<file path="src/rtl/bcd_pkg.sv">
// Shared definitions for the binary-to-BCD converter family.
package bcd_pkg;

  // Width of one packed BCD digit.
  localparam int unsigned BCD_W = 4;

  typedef enum logic [1:0] {
    IDLE,
    SHIFT,
    DONE
  } state_t;

  // Digits needed to show every value of a width-bit unsigned number:
  // ceil(width * log10(2)), with log10(2) approximated as 0.30103.
  function automatic int unsigned min_digits(input int unsigned width);
    return (width * 30103 + 99999) / 100000;
  endfunction

endpackage

</file>
<file path="src/rtl/bcd_digit_adj.sv">
// Double-dabble digit correction: add 3 to a BCD digit that is 5 or more.
module bcd_digit_adj
  import bcd_pkg::*;
(
  input  logic [BCD_W-1:0] din,
  output logic [BCD_W-1:0] dout
);

  // Pre-shift correction so the following doubling carries into the next digit.
  always_comb begin
    dout = (din >= 4'd5) ? din + 4'd3 : din;
  end

endmodule

</file>
<file path="src/rtl/bin_to_bcd_seq.sv">
// Sequential double-dabble binary-to-BCD converter, one input bit per clock,
// with valid/ready handshakes on both sides, optional signed input and an
// overflow flag when the value does not fit in DIGITS digits.
module bin_to_bcd_seq
  import bcd_pkg::*;
#(
  parameter int unsigned BIN_W  = 9,
  parameter int unsigned DIGITS = 3,
  parameter bit          SIGNED = 1'b0
) (
  input  logic                    clk,
  input  logic                    rst_n,
  input  logic                    in_valid,
  output logic                    in_ready,
  input  logic [BIN_W-1:0]        in_bin,
  output logic                    out_valid,
  input  logic                    out_ready,
  output logic [BCD_W*DIGITS-1:0] out_bcd,
  output logic                    out_neg,
  output logic                    out_ovf
);

  localparam int unsigned ACC_W = BCD_W * DIGITS;
  localparam int unsigned CNT_W = $clog2(BIN_W);

  state_t             state;
  state_t             state_nxt;
  logic [ACC_W-1:0]   acc;
  logic [ACC_W-1:0]   acc_adj;
  logic [ACC_W-1:0]   acc_sh;
  logic [BIN_W-1:0]   shreg;
  logic [BIN_W-1:0]   mag;
  logic [CNT_W-1:0]   cnt;
  logic               neg_r;
  logic               ovf_r;
  logic               in_neg;
  logic               carry;
  logic               last;
  logic               accept;

  // Per-digit +3 correction on the pre-shift accumulator.
  for (genvar g = 0; g < DIGITS; g++) begin : g_adj
    bcd_digit_adj u_adj (
      .din  (acc[g*BCD_W +: BCD_W]),
      .dout (acc_adj[g*BCD_W +: BCD_W])
    );
  end

  // Magnitude of the input, shifted accumulator and iteration bookkeeping.
  always_comb begin
    in_neg = SIGNED && in_bin[BIN_W-1];
    mag    = in_neg ? (~in_bin) + 1'b1 : in_bin;
    carry  = acc_adj[ACC_W-1];
    acc_sh = {acc_adj[ACC_W-2:0], shreg[BIN_W-1]};
    last   = (cnt == CNT_W'(BIN_W - 1));
  end

  // Handshake and next-state decode; DONE can hand off straight to SHIFT.
  always_comb begin
    state_nxt = state;
    in_ready  = 1'b0;
    out_valid = 1'b0;
    unique case (state)
      IDLE: begin
        in_ready = 1'b1;
        if (in_valid) state_nxt = SHIFT;
      end
      SHIFT: begin
        if (last) state_nxt = DONE;
      end
      DONE: begin
        out_valid = 1'b1;
        in_ready  = out_ready;
        if (out_ready) state_nxt = in_valid ? SHIFT : IDLE;
      end
      default: state_nxt = IDLE;
    endcase
    accept = in_valid && in_ready;
  end

  // State register.
  always_ff @(posedge clk or negedge rst_n) begin
    if (!rst_n) state <= IDLE;
    else        state <= state_nxt;
  end

  // Conversion datapath; outputs are only written on the edge entering DONE.
  always_ff @(posedge clk or negedge rst_n) begin
    if (!rst_n) begin
      acc     <= '0;
      shreg   <= '0;
      cnt     <= '0;
      neg_r   <= 1'b0;
      ovf_r   <= 1'b0;
      out_bcd <= '0;
      out_neg <= 1'b0;
      out_ovf <= 1'b0;
    end else if (accept) begin
      acc   <= '0;
      shreg <= mag;
      cnt   <= '0;
      neg_r <= in_neg;
      ovf_r <= 1'b0;
    end else if (state == SHIFT) begin
      acc   <= acc_sh;
      shreg <= {shreg[BIN_W-2:0], 1'b0};
      cnt   <= cnt + 1'b1;
      ovf_r <= ovf_r | carry;
      if (last) begin
        out_bcd <= acc_sh;
        out_neg <= neg_r;
        out_ovf <= ovf_r | carry;
      end
    end
  end

endmodule

</file>
<file path="config.mk">
export PLATFORM = sky130hd
export DESIGN_NAME = bin_to_bcd_seq
export DESIGN_NICKNAME = d
export VERILOG_FILES = /design/src/rtl/bcd_pkg.sv /design/src/rtl/bcd_digit_adj.sv /design/src/rtl/bin_to_bcd_seq.sv
export SDC_FILE = /design/constraint.sdc
export NUM_CORES = 1
export LEC_CHECK = 0
export ABC_CLOCK_PERIOD_IN_PS = 2029
export CAP_MARGIN = 15
export CORE_MARGIN = 4
export CORE_UTILIZATION = 30
export CTS_CLUSTER_SIZE = 10
export DETAILED_ROUTE_END_ITERATION = 16
export DONT_BUFFER_PORTS = 1
export PLACE_DENSITY = 0.42
export SKIP_CTS_REPAIR_TIMING = 1
export SLEW_MARGIN = 40
export SYNTH_ARGS = -nofsm -noshare
export SYNTH_HDL_FRONTEND = slang
export SYNTH_HIERARCHICAL = 1
export SYNTH_SLANG_ARGS = --single-unit
</file>
<file path="constraint.sdc">
create_clock -name clk -period 2.03 [get_ports clk]
set_input_delay 0.406 -clock clk [delete_from_list [all_inputs] [get_ports clk]]
set_output_delay 0.406 -clock clk [all_outputs]
set_load 0.005 [all_outputs]
</file>
* After elaboration in Yosys (flattened, before gate mapping)
Index checks and enable logic that the tools add are counted.
** Cells by class
- Add/subtract/negate cells :: 4
- Order comparisons :: 3
- Equality and inequality tests :: 6
- Mux-type cells :: 18
- Bitwise gates (word level) :: 2
- Reduce and logical (&&, ||, !) cells :: 5
** Operators with widths (number)
- two-way mux 12 bit :: 2
- two-way mux 4 bit :: 5
- two-way mux 9 bit :: 2
- adder 4 x 2 -> 4 bit, second input constant :: 3
- >= comparator 4 x 3 -> 1 bit, second input constant :: 3
- two-way mux 2 bit :: 3
- != test 2 bit, second input constant :: 3
- one-hot mux 2 bit (3 select lines) :: 1
- AND reduction 3 bit :: 2
- adder 4 x 1 -> 4 bit, second input constant :: 1
- equality test 4 bit, second input constant :: 1
- two-way mux 1 bit :: 4
- equality test 2 x 1 -> 1 bit, second input constant :: 1
- equality test 2 bit, second input constant :: 1
- zero test 2 bit :: 1
- one-hot mux 1 bit (2 select lines) :: 1
- nonzero test 2 bit :: 1
- logical AND 1 bit :: 1
- NOT 1 bit :: 1
- bitwise OR 1 bit :: 1
** Storage, ports and cells
- Flip-flop bits (word level) :: 41
- Bits of input ports :: 13
- Output and inout port bits :: 16
- Word-level logic and storage cells :: 45

* Logic depth before layout (Yosys ltp)
- Depth after elaboration :: 5
- Depth in mapped cells :: 7
- Gate-level depth less buffers :: 7

* Hierarchy
Netlist, hierarchy kept.
** Modules (own cells, without submodules)
- bin_to_bcd_seq :: instances 1, cells an instance 155, area each 1752.9 um^2, seq. area each 1026.0 um^2
- bcd_digit_adj :: instances 3, cells an instance 16, area each 101.3 um^2, seq. area each 0.0 um^2

* Worst setup path before layout
Ideal clock, no wire load.
- Path type :: reg2reg
- Start point :: register state[1]
- End point :: register out_bcd[10]
- Setup time :: 0.127 ns
- Data arrival time :: 1.354 ns
- Required time :: 1.903 ns
- Path slack :: 0.548 ns
- Stages on the path, launching flop included :: 5
- Buffers on the path :: 1
- Cell sequence :: dfrtp_1 nand2b_2 nor3_4 buf_6 mux2_1
** On the way
- Longest elaborated chain between the ends :: 5
- Elaborated cells on any way between the ends :: 7
** Ends and longest elaborated chain
- start, declared :: RTL line bin_to_bcd_seq.sv:26 : state_t state;
- start signal, assigned :: RTL line bin_to_bcd_seq.sv:84 : else state <= state_nxt;
- equality test 2 bit or zero test 2 bit (tied branches) :: RTL line bin_to_bcd_seq.sv:63 : unique case (state)
- one-hot mux 1 bit (2 select lines) :: RTL line bin_to_bcd_seq.sv:63
- logical AND 1 bit :: RTL line bin_to_bcd_seq.sv:78 : accept = in_valid && in_ready;
- NOT 1 bit (no line)
- AND reduction 3 bit (no line) *
- end signal, assigned :: RTL line bin_to_bcd_seq.sv:110 : out_bcd <= acc_sh;
- end, declared :: RTL line bin_to_bcd_seq.sv:18 : output logic [BCD_W*DIGITS-1:0] out_bcd,
Every way passes the cells marked *; elsewhere a longest branch is shown, timed or not.
A chain may end at the register's enable or synchronous reset.

* Final worst setup path
- Start point :: register cnt[0]
- End point :: register out_bcd[2]
** On the way
- Longest elaborated chain between the ends :: 2
** Ends and longest elaborated chain
- start, declared :: RTL line bin_to_bcd_seq.sv:33 : logic [CNT_W-1:0] cnt;
- start signal, assigned :: RTL line bin_to_bcd_seq.sv:107 : cnt <= cnt + 1'b1;
- equality test 4 bit :: RTL line bin_to_bcd_seq.sv:55 : last = (cnt == CNT_W'(BIN_W - 1));
- AND reduction 3 bit (no line)
Every way passes these cells.

==> reports/metrics.yaml <==
status:
  outcome: "complete, no violations"
route:
  drc: 0
  drtIter0Drc: 50
  routedWlPerCell_um: 15.4
  drt.antenna.violating_nets: 0
  drt-total-wl_um: 4380
  vias_per_cell: 4.99
  vias: 1421
  dr.pass1.iters: 4
clock_tree:
  clockBufferDepth: 2
  h-tree-depth: 2
  clk_latency_ns: 0.29
  cts_buffers: 5
  cts_tree: "yes"
  clk_pin_slew_ns: 0.08
  root_buffer: "clkbuf_8"
  cts.sinks: 41
floorplanning:
  start_util: 0.317
  num_io_pins: 29
  dieHeight_um: 90.8
  die_w_um: 90.8
  coreArea_mm2: 0.00649
  die_area_mm2: 0.00825
  row_count: 29
power:
  powerDensity_mw_per_mm2: 1530
  cellLeakagePower_uw: 0.00106
  vdd_drop_max_mv: 0.514
final_layout:
  mostFrequentLayoutCells: "41 x dfrtp_1, 38 x nand2_1, 20 x o21ai_0"
  nFillCells: 639
  final_common_cell: "dfrtp_1"
  nets: 228
  syn2layout_area_growth_pct: 10.0
  num_antenna_cells: 0
  drive_above_1_share: 0.115
place:
  gp_congestion: 0.751
  pre_cts_ws_ns: 0.408
  post-dp-hpwl_um: 2990
  port_buffers: 0
global_route:
  grt_max_degree: 42
  grt_pass1_wl_um: 7670
  grt-ovfl-total: 0
  grt_pass1_vias: 1570
  track_usage: 0.115
  antenna_found_initial: 0
timing:
  rsz0062_at_grt: "false"
  drv_slew: 0
  finalClockSkew_ns: 0.00848
  timing.final.ws_setup_ns: 0.408
  max-slew-margin-rel: 0.639
  finalCritPeriodShare: 0.799
  hold_viol: 0
  finalCriticalPeriod_ns: 1.62
  worstMarginPinSlew_ns: 0.541
  setup_viol: 0
  finalSetupTns_ns: 0
  max_freq_mhz: 617
setup_path:
  crit_fanout: 13
  start_kind: "flip-flop"
  end_kind: "flip-flop"
  critical_path_class: "reg2reg"
  cp.arrival_ns: 1.79
  ff2ff_path_depth: 6
  required_ns: 2.20
yosys:
  syn_nets: 224
  syn_area_mm2: 0.00206
  synth_seq_cells: 41
  avgSynthCellArea_um2: 10.1
  syn_inst: 203
  seq_area_frac_synth: 0.499
  yosysWarnings: 6
  synth_cell_type_count: 34
hold_path:
  hold_path_depth: 2
  hp-class: "in2reg"
job:
  drv_cap: 0
## metal layers
metal  share of wire  global-route usage  vias up  wire (µm)
met5               0                   0        -          0
met4           0.011              0.0377        0         48
met3           0.052              0.0408        5        227
met2            0.47               0.198       31       2070
met1            0.46               0.134      691       2030
li1                -                   -      694          -
## final cells by class
class                           count  area, µm²  area share
Sequential cell                    41       1030       0.453
Multi-Input combinational cell    143        941       0.416
Tap cell                           77       96.3      0.0426
Timing Repair Buffer                6       80.1      0.0354
Clock buffer                        6       72.6      0.0321
Inverter                           10       37.5      0.0166
Clock inverter                      2       10.0     0.00442
## final timing paths
| check | start | to | slack (ns) |
|---|---|---|---|
| setup / recovery | cnt[0]$_DFFE_PN0P_ | out_bcd[2]$_DFFE_PN0P_ | 0.41 |
| min in group asynchronous | rst_n | out_bcd[11]$_DFFE_PN0P_ | 0.62 |
| max in group asynchronous | rst_n | acc[7]$_DFFE_PN0P_ | 1.19 |
| hold reg to reg | cnt[3]$_DFFE_PN0P_ | cnt[3]$_DFFE_PN0P_ | 0.49 |
| setup reg to reg | cnt[0]$_DFFE_PN0P_ | out_bcd[2]$_DFFE_PN0P_ | 0.41 |
| hold / removal | in_bin[0] | shreg[0]$_DFFE_PN0P_ | 0.26 |
## power breakdown
part           internal, µW  switching [µW]
Combinational           649             800
Clock                   239             283
Sequential             1180             323
## sequential cells by signal, summed over array words and instances (netlist names)
signal / count
acc: 12
out_bcd: 12
shreg: 9
cnt: 4
state: 2
out_ovf: 1
ovf_r: 1
## cells by family after synthesis
| group | after synthesis | share of synthesized area |
|---|---|---|
| and+or+nand+nor | 73 | 0.172 |
| DFF | 41 | 0.499 |
| AOI/OAI and AO/OA | 38 | 0.118 |
| muxes | 19 | 0.100 |
| buffers and inverters | 19 | 0.0438 |
| adders and majority gates | 8 | 0.0487 |
| xor gates and xnor gates | 4 | 0.0170 |
| other | 1 | 0.00182 |
## synth_stat cells, drive strengths merged
cell type / n / area [µm²]
nor2b: 3 / 18.8
a221o: 6 / 60.1
xnor2: 3 / 26.3
conb: 1 / 3.75
nand2: 38 / 143
clkbuf: 5 / 18.8
o21ai: 23 / 115
nand2b: 9 / 58.8
nand4: 1 / 6.26
a211oi: 1 / 7.51
inv: 10 / 37.5
mux2i: 6 / 60.1
mux2: 13 / 146
dfrtp: 41 / 1030
nor4: 1 / 6.26
a21o: 1 / 7.51
nand3b: 1 / 7.51
nand3: 2 / 10.0
and2b: 1 / 7.51
nor3: 2 / 21.3
ha: 8 / 100
o31ai: 1 / 7.51
a21oi: 6 / 45.0
buf: 4 / 33.8
and3: 6 / 37.5
xor2: 1 / 8.76
nor2: 9 / 36.3
## worst max-delay path: stages, from the launching register on
cell and delay (ns):
dfrtp_1 0.42, inv_1 0.08, ha_1 0.14, nand2_1 0.09, nor3_4 0.14, buf_4 0.27, mux2_2 0.36
## stage by stage
step	cell area, µm²	hold WS, ns	power, µW	utilization	std cells
final	2260	0.258	3470	0.348	285
after global routing	2260	0.249	3840	0.348	285
after CTS	2230	-0.214	3520	0.343	283
after detailed placement	2140	0.112	2980	0.330	275
after global placement	2140	0.112	2930	0.330	275
after floorplan	2060	0.110	2580	-	203
(Power assumes the default switching activity.)
